<file path="config.mk">
export PLATFORM = sky130hd
export DESIGN_NAME = os_tx_scheduler
export DESIGN_NICKNAME = d
export VERILOG_FILES = /design/src/rtl/os_tx_scheduler.sv
export SDC_FILE = /design/constraint.sdc
export NUM_CORES = 1
export LEC_CHECK = 0
export ABC_AREA = 1
export BUFFER_PORTS_ARGS = -buffer_cell sky130_fd_sc_hd__buf_4
export CAP_MARGIN = 20
export CORE_MARGIN = 1.5
export CORE_UTILIZATION = 45
export DETAILED_ROUTE_END_ITERATION = 16
export PLACE_DENSITY = 0.73
export SLEW_MARGIN = 10
export SYNTH_ARGS = -nofsm -noshare
export SYNTH_HDL_FRONTEND = slang
export SYNTH_SLANG_ARGS = --single-unit
</file>
<file path="constraint.sdc">
create_clock -name clk -period 2.7 [get_ports clk]
set_input_delay 0.405 -clock clk [delete_from_list [all_inputs] [get_ports clk]]
set_output_delay 0.405 -clock clk [all_outputs]
set_load 0.05 [all_outputs]
</file>
<file path="src/rtl/os_tx_scheduler.sv">
// Per-lane ordered-set transmit scheduler: sequences TS1/TS2/SKP/logical-idle symbols under LTSSM control.
// Optional SKP timer and insertion enabled by defining SKP_INSERT_EN.
module os_tx_scheduler #(
    parameter int SKP_INTERVAL = 1180,
    parameter int TS_LEN       = 16
) (
    input  logic        clk,
    input  logic        reset_n,
    input  logic        en_n,
    input  logic [1:0]  os_sel,
    input  logic [7:0]  link_num,
    input  logic [7:0]  lane_num,
    input  logic [7:0]  n_fts,
    input  logic [7:0]  rate_id,
    input  logic [7:0]  train_ctl,
    output logic [7:0]  txdata,
    output logic        txdatak,
    output logic        txvalid,
    output logic        os_start,
    output logic        skp_active,
    output logic [15:0] ts1_sent_ctr,
    output logic [15:0] ts2_sent_ctr
);
    localparam logic [3:0] TS_LAST  = 4'(TS_LEN - 1);
    localparam logic [3:0] SKP_LAST = 4'd3;
    localparam logic [7:0] COM      = 8'hBC;
    localparam logic [7:0] SKP_SYM  = 8'h1C;
    localparam logic [7:0] PAD      = 8'hF7;
    localparam logic [7:0] TS1_ID   = 8'h4A;
    localparam logic [7:0] TS2_ID   = 8'h45;

    typedef enum logic [2:0] {ST_OFF, ST_LIDLE, ST_TS1, ST_TS2, ST_SKP} state_t;

    state_t     state, state_nxt;
    logic [3:0] idx, idx_nxt;
    logic       boundary, skp_due;
    logic [7:0] link_q, lane_q, nfts_q, rate_q, ctl_q;
    logic [7:0] data_nxt;
    logic       k_nxt, start_nxt;

`ifdef SKP_INSERT_EN
    localparam int TMR_W = $clog2(SKP_INTERVAL);
    localparam logic [TMR_W-1:0] TMR_LAST = TMR_W'(SKP_INTERVAL - 1);
    localparam logic [TMR_W-1:0] TMR_ONE  = TMR_W'(1);

    logic [TMR_W-1:0] skp_tmr;
    logic             skp_pend, skp_wrap;

    // The timer counts symbol times actually driven, so the first cycle out of OFF is not counted.
    assign skp_wrap = (state != ST_OFF) && (skp_tmr == TMR_LAST);
    assign skp_due  = skp_pend | skp_wrap;

    always_ff @(posedge clk or negedge reset_n) begin
        if (!reset_n) begin
            skp_tmr    <= '0;
            skp_pend   <= 1'b0;
            skp_active <= 1'b0;
        end else if (en_n) begin
            skp_tmr    <= '0;
            skp_pend   <= 1'b0;
            skp_active <= 1'b0;
        end else begin
            if (state != ST_OFF)
                skp_tmr <= skp_wrap ? '0 : skp_tmr + TMR_ONE;
            if (state_nxt == ST_SKP && idx_nxt == 4'd0)
                skp_pend <= 1'b0;
            else if (skp_wrap)
                skp_pend <= 1'b1;
            skp_active <= (state_nxt == ST_SKP);
        end
    end
`else
    logic unused_cfg;
    assign unused_cfg = ^32'(SKP_INTERVAL);
    assign skp_due    = 1'b0;
    assign skp_active = 1'b0;
`endif

    always_comb begin
        boundary = (state == ST_OFF) || (state == ST_LIDLE) ||
                   ((state == ST_TS1 || state == ST_TS2) && idx == TS_LAST) ||
                   ((state == ST_SKP) && idx == SKP_LAST);
        state_nxt = state;
        idx_nxt   = idx + 4'd1;
        if (en_n) begin
            state_nxt = ST_OFF;
            idx_nxt   = 4'd0;
        end else if (boundary) begin
            idx_nxt = 4'd0;
            if (skp_due)             state_nxt = ST_SKP;
            else if (os_sel == 2'b01) state_nxt = ST_TS1;
            else if (os_sel == 2'b10) state_nxt = ST_TS2;
            else                     state_nxt = ST_LIDLE;
        end
    end

    // Symbol for the next cycle; TS fields come from the copy latched at the set's COM.
    always_comb begin
        data_nxt  = 8'h00;
        k_nxt     = 1'b0;
        start_nxt = 1'b0;
        case (state_nxt)
            ST_SKP: begin
                data_nxt  = (idx_nxt == 4'd0) ? COM : SKP_SYM;
                k_nxt     = 1'b1;
                start_nxt = (idx_nxt == 4'd0);
            end
            ST_TS1, ST_TS2: begin
                case (idx_nxt)
                    4'd0: begin
                        data_nxt  = COM;
                        k_nxt     = 1'b1;
                        start_nxt = 1'b1;
                    end
                    4'd1: begin
                        data_nxt = link_q;
                        k_nxt    = (link_q == PAD);
                    end
                    4'd2: begin
                        data_nxt = lane_q;
                        k_nxt    = (lane_q == PAD);
                    end
                    4'd3:    data_nxt = nfts_q;
                    4'd4:    data_nxt = rate_q;
                    4'd5:    data_nxt = ctl_q;
                    default: data_nxt = (state_nxt == ST_TS1) ? TS1_ID : TS2_ID;
                endcase
            end
            default: ;
        endcase
    end

    always_ff @(posedge clk or negedge reset_n) begin
        if (!reset_n) begin
            state        <= ST_OFF;
            idx          <= 4'd0;
            txdata       <= 8'h00;
            txdatak      <= 1'b0;
            txvalid      <= 1'b0;
            os_start     <= 1'b0;
            ts1_sent_ctr <= 16'h0000;
            ts2_sent_ctr <= 16'h0000;
        end else begin
            state    <= state_nxt;
            idx      <= idx_nxt;
            txdata   <= data_nxt;
            txdatak  <= k_nxt;
            txvalid  <= (state_nxt != ST_OFF);
            os_start <= start_nxt;
            if (state_nxt == ST_TS1 && idx_nxt == TS_LAST && ts1_sent_ctr != 16'hFFFF)
                ts1_sent_ctr <= ts1_sent_ctr + 16'd1;
            if (state_nxt == ST_TS2 && idx_nxt == TS_LAST && ts2_sent_ctr != 16'hFFFF)
                ts2_sent_ctr <= ts2_sent_ctr + 16'd1;
        end
    end

    always_ff @(posedge clk) begin
        if (!en_n && boundary) begin
            link_q <= link_num;
            lane_q <= lane_num;
            nfts_q <= n_fts;
            rate_q <= rate_id;
            ctl_q  <= train_ctl;
        end
    end

endmodule

</file>
==> results of run 1 <==
[cell type report]
class | count | area [sq um]
clock inverters | 7 | 65.1
fillers | 825 | 3970
well taps | 129 | 161
flip-flops and latches | 90 | 2450
repair buffers | 91 | 683
multi-input cells | 311 | 1620
inverters | 68 | 255
clock buffers | 9 | 124
[kinds of logic (layout without fill, tap and decap cells)]
| logic type | after synthesis | after routing | synth area share (%) |
|---|---|---|---|
| fa+ha+maj | 4 | 4 | 1.15 |
| xor+xnor | 29 | 29 | 5.81 |
| simple gates | 228 | 228 | 23.0 |
| compound gates | 49 | 49 | 6.73 |
| flops | 90 | 90 | 56.1 |
| other cells | 1 | 1 | 0.0858 |
| buf+inv | 75 | 175 | 7.10 |
[cells in the mapped netlist, types with 3 or more instances]
library cell / instances / share of area (%)
a21oi_1: 6 / 0.69
buf_6: 3 / 0.77
dfrtp_1: 50 / 29
edfxtp_1: 40 / 27
ha_1: 4 / 1.1
inv_1: 63 / 5.4
inv_2: 5 / 0.43
nand2_1: 135 / 12
nand3_1: 21 / 2.4
nand4_1: 10 / 1.4
nor2_1: 34 / 2.9
nor3_1: 11 / 1.3
nor4_1: 5 / 0.72
o21ai_0: 16 / 1.8
o21ai_1: 13 / 1.5
o21ai_2: 6 / 1.2
xnor2_1: 14 / 2.8
xor2_1: 15 / 3.0
[flip-flops by register name, summed over array words and instances (netlist names), 3 cells and up]
name,flops
state,3
lane_q,8
nfts_q,8
txdata,8
ts1_sent_ctr,16
idx,4
ctl_q,8
link_q,8
ts2_sent_ctr,16
rate_q,8
[path summary, 6_finish.rpt]
| kind | slack (ps) | end | depth (start not counted) |
|---|---|---|---|
| min in group clk | 210 | nfts_q[1] | 1 |
| setup reg to reg | 340 | ts2_sent_ctr[4] | 13 |
| setup / recovery | 340 | ts2_sent_ctr[4] | 13 |
| max in group asynchronous | 2210 | idx[0] | 1 |
| hold reg to reg | 540 | ts1_sent_ctr[15] | 2 |
| hold / removal | 60 | ts1_sent_ctr[4] | 1 |
[metrics by stage]
step / cells / total power, mW / setup slack (ps) / hold WS [ps] / setup TNS, ps
floorplan: 476 / 1.70 / -19.5 / 109 / -93.6
global placement: 689 / 1.83 / 310 / 467 / 0
detailed placement: 689 / 1.83 / 129 / 471 / 0
CTS: 705 / 2.71 / 131 / 68.6 / 0
global route: 705 / 2.81 / 80.7 / 102 / 0
finish: 705 / 2.68 / 339 / 55.6 / 0
[layer usage]
| layer | GRT usage, % | vias up | wire, um |
|---|---|---|---|
| met5 | 0 | - | 0 |
| met4 | 4.70 | 0 | 53 |
| met3 | 4.07 | 6 | 447 |
| met1 | 22.8 | 1524 | 3860 |
| met2 | 31.8 | 89 | 4360 |
| li1 | - | 1727 | - |
[worst max-delay path: cells and delay by family (launching register included)]
| kind | cells | cell delay (ps) |
|---|---|---|
| buffers and inverters | 2 | 160 |
| adders and majority gates | 1 | 230 |
| AOI/OAI and AO/OA | 2 | 150 |
| and+or+nand+nor | 8 | 1280 |
| DFF | 1 | 440 |
[placed cells by master (no fill, tap or decap), drive strengths merged, types with 5 or more instances in the layout]
cell    netlist  layout
buf           5      91
inv          68      73
o21ai        36      36
nand3        22      22
nor4          5       5
nor2         37      37
clkbuf        2       9
nor3         15      15
xnor2        14      14
dfrtp        50      50
nand2       138     138
nand4        10      10
xor2         15      15
edfxtp       40      40
a21oi         6       6
[where the power goes]
part / switching (mW) / internal [mW] / leakage (nW) / total, mW
sequential: 0.0224 / 1.51 / 1.07 / 1.53
combinational: 0.177 / 0.0940 / 1.17 / 0.271
clock: 0.524 / 0.359 / 0.0947 / 0.883
total: 0.724 / 1.96 / 2.34 / 2.68
==> results.tsv, run 1 <==
stage	metric	value	unit
placed_design	hpwl	6600	um
critical_path	crit_path_start_kind	flip-flop	
pwr	pwr_density_cell	501	nW/um^2
sta	timing.fmax	0.424	GHz
pwr	p_leak	2.34	nW
global_route	grt.overflow.total	0	
clocking	post_cts_buffers	0	
synth	ys_types	38	
routing	final_antenna_net_count	0	
cells_and_area	areaGrowthSynthToFinish	22.6	%
synth	synth_ff_type	dfrtp_1	
routing	firstDrtPassIters	4	
clocking	insertion_delay	360	ps
placed_design	portBuffers	87	
clocking	cts_sinks	90	
global_route	grt_pass1_vias	3209	
synth	syn_nets	525	
synth	synthCells	476	
critical_path	crit_fanout	29	
sta	finalCriticalPeriod	2360	ps
routing	drc	0	
clocking	cts_root_buf	clkbuf_8	
pwr	vdd_ir_drop_max	0.312	mV
sta	tightest_slew	630	ps
sta	setup_viol_count_final	0	
routing	drt_wl_total	8730	um
critical_path	slowest_delay	440	ps
global_route	grt_pass1_wl	14600	um
critical_path	critPathKind	reg -> reg	
floorplanning	die_area	10300	sq um
cells_and_area	fin_util	57.4	%
critical_path	endpoint_kind	flip-flop	
critical_path	worstPathRequired	2950	ps
critical_path	worstPathArrival	2610	ps
clocking	htree_levels	3	
cells_and_area	nets	620	
cells_and_area	n_antenna_cell	0	
sta	relSlewSlack	57.8	%
floorplanning	row_count	35	
critical_path	crit_path_cell_trace	ha_2, nand3_1, nand2_1, nand2_4, nand2_2, inv_1, nand2_1, o21ai_4, inv_2, nor3_4, nand3_4, nand2_1, o21ai_2	
clocking	clk_path_buf_depth	2	
min_path	min_path_type	in -> async	
synth	synth_area	4370	sq um
sta	min_period_over_period	87.4	%
synth	syn_area_per_cell	9.18	sq um
global_route	antenna_found_initial	0	
routing	dr_total_vias	3346	
sta	rsz0062_at_grt	false	
run	cap_violations	0	
floorplanning	core	9330	sq um
routing	drtIter0Drc	116	
routing	avgViaCountPerCell	4.75	
synth	yosys_warnings	0	
synth	synth_edf_count	40	
global_route	grt_max_degree	51	
floorplanning	die_y	102	um
synth	synth-seq-cells	90	
synth	synth-async-reset-ratio	55.6	%
sta	hold_viol_final	0	
placed_design	postPlaceCellArea	5160	sq um
synth	ys_seq_area_share	56.1	%
global_route	grt_usage	18.2	%
sta	fin_skew	10.4	ps
cells_and_area	drive_above_1_share	22.7	%
clocking	clk_pin_slew	100	ps
critical_path	cpMostUsedCell	nand2_1	
floorplanning	ioPinCount	89	
critical_path	crit_start	idx[0]	
critical_path	r2r-start	idx[0]	
clocking	ctsHoldBuffers	0	
clocking	cts_inserted_buffers	9	
floorplanning	die_x	102	um
run_status	status	finished, final reports clean	
cells_and_area	final_cell_area	5360	sq um
placed_design	place.gp.congestion	0.861	
sta	slew_violations	0	
clocking	cts_resized	0	
routing	avgRoutedWirePerCell	12.4	um
critical_path	cpMaxStageDelayCell	dfrtp_1	
floorplanning	initial_core_util	46.8	%
clocking	cts_tree	done	
Note: power is estimated with default switching activity, not from simulation.
==> run 2: changes to the inputs <==
--- a/config.mk
+++ b/config.mk
@@ -8,10 +8,12 @@
 export ABC_AREA = 1
 export BUFFER_PORTS_ARGS = -buffer_cell sky130_fd_sc_hd__buf_4
 export CAP_MARGIN = 20
+export CELL_PAD_IN_SITES_DETAIL_PLACEMENT = 0
+export CELL_PAD_IN_SITES_GLOBAL_PLACEMENT = 1
 export CORE_MARGIN = 1.5
-export CORE_UTILIZATION = 45
+export CORE_UTILIZATION = 37
 export DETAILED_ROUTE_END_ITERATION = 16
-export PLACE_DENSITY = 0.73
+export PLACE_DENSITY = 0.78
 export SLEW_MARGIN = 10
 export SYNTH_ARGS = -nofsm -noshare
 export SYNTH_HDL_FRONTEND = slang
==> run 2 against run 1 <==
Non-clock buffer count unchanged. Clock skew decreased by 4.0 ps. Global-route usage decreased by 2.1 points. Cell count is 2.0% higher. Highest routed layer unchanged. Core utilization decreased by 9.9 points. Fmax grew 1.3%.
==> results.tsv, run 2 (synthesis results as in run 1) <==
stage	metric	value	unit	change
min_path	min_path_type	in -> async		
critical_path	worstPathRequired	2920	ps	-30 ps
cells_and_area	n_antenna_cell	0		unchanged
clocking	clk_pin_slew	70	ps	-30 ps
routing	drc	0		unchanged
routing	avgViaCountPerCell	4.68		-1.3%
sta	min_period_over_period	86.3	%	-1.1 points
floorplanning	die_area	12500	sq um	+21%
critical_path	crit_path_start_kind	flip-flop		
global_route	grt.met3_usage	3.76	%	-0.32 points
floorplanning	initial_core_util	38.1	%	-8.7 points
global_route	grt_usage	16.1	%	-2.1 points
cells_and_area	areaGrowthSynthToFinish	24.9	%	
placed_design	portBuffers	87		unchanged
critical_path	ff2ff_path_depth	13		unchanged
critical_path	rrSetupSlack	370	ps	+30 ps
sta	slew_violations	0		unchanged
cells_and_area	final_common_cell	nand2_1		
routing	avgRoutedWirePerCell	12.9	um	+4.1%
global_route	grtUsageMet2	25.7	%	-6.1 points
floorplanning	ioPinCount	89		unchanged
sta	fin_skew	6.39	ps	-4.04 ps
cells_and_area	nets	620		unchanged
sta	setup_viol_count_final	0		unchanged
critical_path	endpoint_kind	flip-flop		
clocking	cts_root_buf	clkbuf_16		
clocking	ctsHoldBuffers	0		unchanged
floorplanning	row_count	39		+11%
clocking	clk_path_buf_depth	2		unchanged
run	cap_violations	0		unchanged
routing	drt_wl_total	9270	um	+6.2%
cells_and_area	fin_cells	719		+2.0%
critical_path	worstPathArrival	2550	ps	-60 ps
clocking	insertion_delay	340	ps	-20 ps
critical_path	r2r-start	idx[0]		
sta	hold-worst-slack	84.9	ps	+29.3 ps
placed_design	hpwl	6960	um	+5.4%
global_route	antenna_found_initial	0		unchanged
cells_and_area	drive_above_1_share	22.4	%	-0.35 points
sta	relSlewSlack	58.0	%	+0.19 points
sta	timing.fmax	0.429	GHz	+1.3%
clocking	cts_tree	done		
critical_path	crit_fanout	29		unchanged
floorplanning	die_x	112	um	+10%
sta	hold_viol_final	0		unchanged
floorplanning	core	11500	sq um	+23%
global_route	grt_pass1_vias	3278		+2.2%
global_route	grt_max_degree	51		unchanged
routing	firstDrtPassIters	4		unchanged
clocking	cts_inserted_buffers	9		unchanged
sta	fin_setup_tns	0	ps	unchanged
pwr	vdd_ir_drop_max	0.329	mV	+5.2%
cells_and_area	final_cell_mix	nand2_1, buf_4, inv_1		
pwr	p_leak	2.37	nW	+1.2%
global_route	grt_pass1_wl	15900	um	+8.8%
sta	tightest_slew	631	ps	+0.648 ps
critical_path	reg2reg_to	ts2_sent_ctr[15]		
placed_design	place.gp.congestion	0.800		-7.1%
global_route	grt-busiest-layer	met2		
clocking	htree_levels	3		unchanged
sta	rsz0062_at_grt	false		
routing	dr_total_vias	3367		+0.63%
clocking	cts_resized	0		unchanged
global_route	grt_util_met1	22.0	%	-0.74 points
clocking	post_cts_buffers	0		unchanged
routing	drtIter0Drc	211		+82%
cells_and_area	top_regs	ts1_sent_ctr: 16 flops, ts2_sent_ctr: 16 flops		
floorplanning	die_y	112	um	+10%
run_status	status	finished, final reports clean		
sta	finalCriticalPeriod	2330	ps	-30.0 ps
pwr	pwr_density_cell	540	nW/um^2	+7.9%
placed_design	dpl.cell_count	703		+2.0%
global_route	grt.overflow.total	0		unchanged
clocking	cts_sinks	90		unchanged
critical_path	critPathKind	reg -> reg		
routing	final_antenna_net_count	0		unchanged
[run 2: cell types whose count changed in the layout (fill, tap and decap cells not counted), sizes merged]
cell / delta
clkbuf: +1
inv: -4
clkinvlp: +2
clkinv: +1
[run 2: worst max-delay path by stage]
stage                      start          endpoint  slack (ps)  cells past startpoint
after detailed placement  idx[0]   ts2_sent_ctr[3]         140                     13
after floorplan           idx[0]  ts2_sent_ctr[10]         -20                     14
final                     idx[0]  ts2_sent_ctr[15]         370                     13
after global routing      idx[0]   ts2_sent_ctr[5]         130                     12
after CTS                 idx[0]  ts2_sent_ctr[15]         130                     13
after global placement    idx[0]  ts2_sent_ctr[15]         270                     13
[run 2: power breakdown]
part / internal, mW / switching [mW]
registers: 1.51 / 0.0215
logic: 0.0941 / 0.179
clock network: 0.623 / 0.521
total: 2.22 / 0.722
[run 2: final cells by class]
cell class,instances,area (sq um)
Fill cell,1079,6010
Inverter,68,255
Clock buffer,10,229
Sequential cell,90,2450
Multi-Input combinational cell,311,1620
Clock inverter,6,41.3
Timing Repair Buffer,91,683
Tap cell,143,179
[run 2: metal layers]
metal	wire length (um)	part of all wire (%)	vias up
li1	-	-	1728
met1	4390	47	1544
met2	4330	47	86
met3	445	4.8	9
met4	100	1.1	0
met5	0	0	-
[run 2: per-stage QoR]
| step | setup WS, ps | area (sq um) | power (mW) | utilization (%) |
|---|---|---|---|---|
| 2_1_floorplan | -19.5 | 4370 | 1.70 | - |
| 3_3_place_gp | 270 | 5180 | 1.83 | 45.2 |
| 3_5_place_dp | 136 | 5180 | 1.84 | 45.2 |
| 4_1_cts | 131 | 5450 | 2.99 | 47.5 |
| 5_1_grt | 127 | 5460 | 3.09 | 47.6 |
| 6_report | 369 | 5460 | 2.95 | 47.6 |
[run 2: worst max-delay path: stages, from the launching register on]
cell and delay, ps:
dfrtp_1 420, ha_2 220, nand3_1 80, nand2_1 80, nand2_4 120, nand2_2 70, inv_1 70, nand2_1 90
o21ai_4 90, inv_2 80, nor3_4 300, nand3_4 350, nand2_1 180, o21ai_2 60
==> run 3: changes to the inputs <==
--- a/config.mk
+++ b/config.mk
@@ -13,6 +13,8 @@
 export CORE_MARGIN = 1.5
 export CORE_UTILIZATION = 37
 export DETAILED_ROUTE_END_ITERATION = 16
+export GPL_TIMING_DRIVEN = 0
+export MAX_ROUTING_LAYER = met4
 export PLACE_DENSITY = 0.78
 export SLEW_MARGIN = 10
 export SYNTH_ARGS = -nofsm -noshare
==> run 3 against run 2 <==
Via count grew 2.5%. Global-route usage rose by 1.1 points. Die area unchanged. Register-to-register slack lost 130 ps. Fmax shrank 5.2%. Hold slack lost 12 ps. Largest cell class unchanged. Largest power group unchanged. Highest routed layer unchanged.
==> results.tsv, run 3 (synthesis results as in run 1) <==
stage	metric	value	unit	change
run_status	status	finished, final reports clean		
sta	finalCriticalPeriod	2460	ps	+127 ps
placed_design	place.gp.congestion	0.806		+0.71%
placed_design	postPlaceCellArea	5200	sq um	+0.48%
min_path	min_path_type	in -> async		
sta	rsz0062_at_grt	false		
sta	setup_viol_count_final	0		unchanged
cells_and_area	final_cell_area	5520	sq um	+1.2%
global_route	grt.overflow.total	0		unchanged
routing	avgViaCountPerCell	4.76		+1.6%
critical_path	rrSetupSlack	240	ps	-130 ps
run	cap_violations	0		unchanged
global_route	grt_util_met1	21.8	%	-0.19 points
sta	fin_skew	9.03	ps	+2.65 ps
pwr	p_sw	0.794	mW	+10%
pwr	pwr_density_cell	552	nW/um^2	+2.2%
pwr	finalPower	3.05	mW	+3.4%
routing	drc	0		unchanged
routing	final_antenna_net_count	0		unchanged
floorplanning	core	11500	sq um	unchanged
critical_path	critPathKind	reg -> reg		
pwr	vdd_ir_drop_max	0.301	mV	-8.4%
critical_path	reg2reg_to	ts1_sent_ctr[13]		
cells_and_area	nets	626		+0.97%
floorplanning	die_y	112	um	unchanged
floorplanning	ioPinCount	89		unchanged
sta	relSlewSlack	34.5	%	-23 points
clocking	clk_path_buf_depth	2		unchanged
sta	min_period_over_period	91.0	%	+4.7 points
floorplanning	initial_core_util	38.1	%	unchanged
sta	hold_viol_final	0		unchanged
pwr	power.internal	2.25	mW	+1.3%
clocking	cts_root_buf	clkbuf_16		
critical_path	ff2ff_path_depth	14		+1
floorplanning	row_count	39		unchanged
routing	firstDrtPassIters	4		unchanged
critical_path	worstPathRequired	2910	ps	about the same
routing	dr_total_vias	3450		+2.5%
clocking	htree_levels	3		unchanged
global_route	antenna_found_initial	0		unchanged
critical_path	worstPathArrival	2670	ps	+120 ps
routing	drtIter0Drc	176		-17%
cells_and_area	n_antenna_cell	0		unchanged
critical_path	crit_fanout	10		-66%
pwr	clkPwrFrac	40.6	%	+1.8 points
pwr	p_comb_share	9.2	%	about the same
critical_path	endpoint_kind	flip-flop		
cells_and_area	top_regs	ts1_sent_ctr: 16 flops, ts2_sent_ctr: 16 flops		
pwr	p_leak	2.41	nW	+1.8%
critical_path	crit_path_start_kind	flip-flop		
placed_design	portBuffers	87		unchanged
critical_path	crit_end	ts1_sent_ctr[13]		
cells_and_area	final_common_cell	nand2_1		
routing	avgRoutedWirePerCell	13.5	um	+4.5%
pwr	swShare	26.0	%	+1.5 points
clocking	cts_sinks	90		unchanged
sta	slew_violations	0		unchanged
clocking	clk_pin_slew	70	ps	about the same
sta	timing.fmax	0.407	GHz	-5.2%
cells_and_area	fillCellCount	1110		+2.9%
cells_and_area	final_cell_mix	nand2_1, buf_4, inv_1		
routing	drt_wl_total	9760	um	+5.4%
critical_path	r2r-start	idx[0]		
global_route	grt_pass1_wl	16500	um	+4.0%
global_route	grt-busiest-layer	met2		
placed_design	hpwl	7120	um	+2.3%
global_route	grt_pass1_vias	3453		+5.3%
clocking	insertion_delay	350	ps	about the same
cells_and_area	drive_above_1_share	23.5	%	+1.1 points
floorplanning	die_area	12500	sq um	unchanged
clocking	cts_tree	done		
global_route	grt_max_degree	51		unchanged
global_route	grt.met3_usage	2.78	%	-0.98 points
cells_and_area	areaGrowthSynthToFinish	26.3	%	
pwr	seq_power_share	50.2	%	-1.7 points
floorplanning	die_x	112	um	unchanged
global_route	grt_usage	17.2	%	+1.1 points
global_route	grtUsageMet2	28.1	%	+2.5 points
sta	tightest_slew	981	ps	+350 ps
sta	fin_setup_tns	0	ps	unchanged
critical_path	crit_start	idx[0]		
clocking	cts_inserted_buffers	9		unchanged
==> run 3: changes by cell type in the layout (fill, tap and decap cells not counted), sizes merged <==
| cell | before | now |
|---|---|---|
| clkinvlp | 3 | 0 |
| inv | 69 | 72 |
| buf | 91 | 93 |
| nor2 | 37 | 39 |
| clkbuf | 10 | 11 |
| clkinv | 2 | 3 |
==> run 3: final cells by class <==
type	count	area, sq um	area share (%)
Buffer	7	55.1	0.997
Timing Repair Buffer	88	661	12.0
Clock inverter	7	68.8	1.25
Multi-Input combinational cell	313	1620	29.4
Inverter	68	255	4.62
Clock buffer	9	225	4.08
Sequential cell	90	2450	44.4
Tap cell	143	179	3.24
==> run 3: routing by layer <==
metal  vias up  routed length (um)
li1       1749                   -
met1      1604                4460
met2        88                4720
met3         9                 451
met4         0                 127
met5         -                   0
==> run 3: worst min path at each step <==
stage,startpoint,end,slack (ps),cells past startpoint
after floorplan,reset_n,idx[0],110,0
after global placement,reset_n,ts1_sent_ctr[5],480,1
after detailed placement,reset_n,ts1_sent_ctr[5],480,1
after CTS,reset_n,ts1_sent_ctr[5],110,1
after global routing,reset_n,ts1_sent_ctr[8],150,1
final,reset_n,ts1_sent_ctr[4],70,1
==> run 3: what timing repair did <==
| item | CTS | global route |
|---|---|---|
| pin swaps | 1 | 0 |
| hold buffers | 0 | 0 |
| cloned | 2 | 0 |
| gates resized for setup | 0 | 1 |
| setup buffers | 1 | 0 |
| endpoints found under the setup margin | 41 | 1 |
==> run 3: metrics by stage <==
stage / util, % / cells / hold slack, ps / setup slack [ps]
after global placement: 45.4 / 706 / 482 / -468
after floorplan: - / 476 / 109 / -19.5
final: 48.1 / 725 / 73.0 / 242
after global routing: 48.1 / 725 / 150 / 46.1
after detailed placement: 45.4 / 706 / 482 / -573
after CTS: 48.1 / 725 / 106 / 234
==> run 3: worst max-delay path, stage by stage (launching register included) <==
cell     delay (ps)
dfrtp_1         430
ha_2            230
nand3_1          80
nand2_1         110
nand2_4         120
nor2_4          150
inv_2            60
o21ai_4         180
inv_2            80
nor3_2          230
nand3_1         130
buf_2           220
buf_6           170
nand2_1          50
o21ai_0          80
==> run 3: power groups by stage <==
stage | clock, mW | combinational (mW) | sequential (mW)
5_1_grt | 1.33 | 0.310 | 1.53
4_1_cts | 1.27 | 0.286 | 1.53
2_1_floorplan | 0 | 0.0951 | 1.61
6_report | 1.24 | 0.282 | 1.53
3_3_place_gp | 0 | 0.273 | 1.56
3_5_place_dp | 0 | 0.277 | 1.56
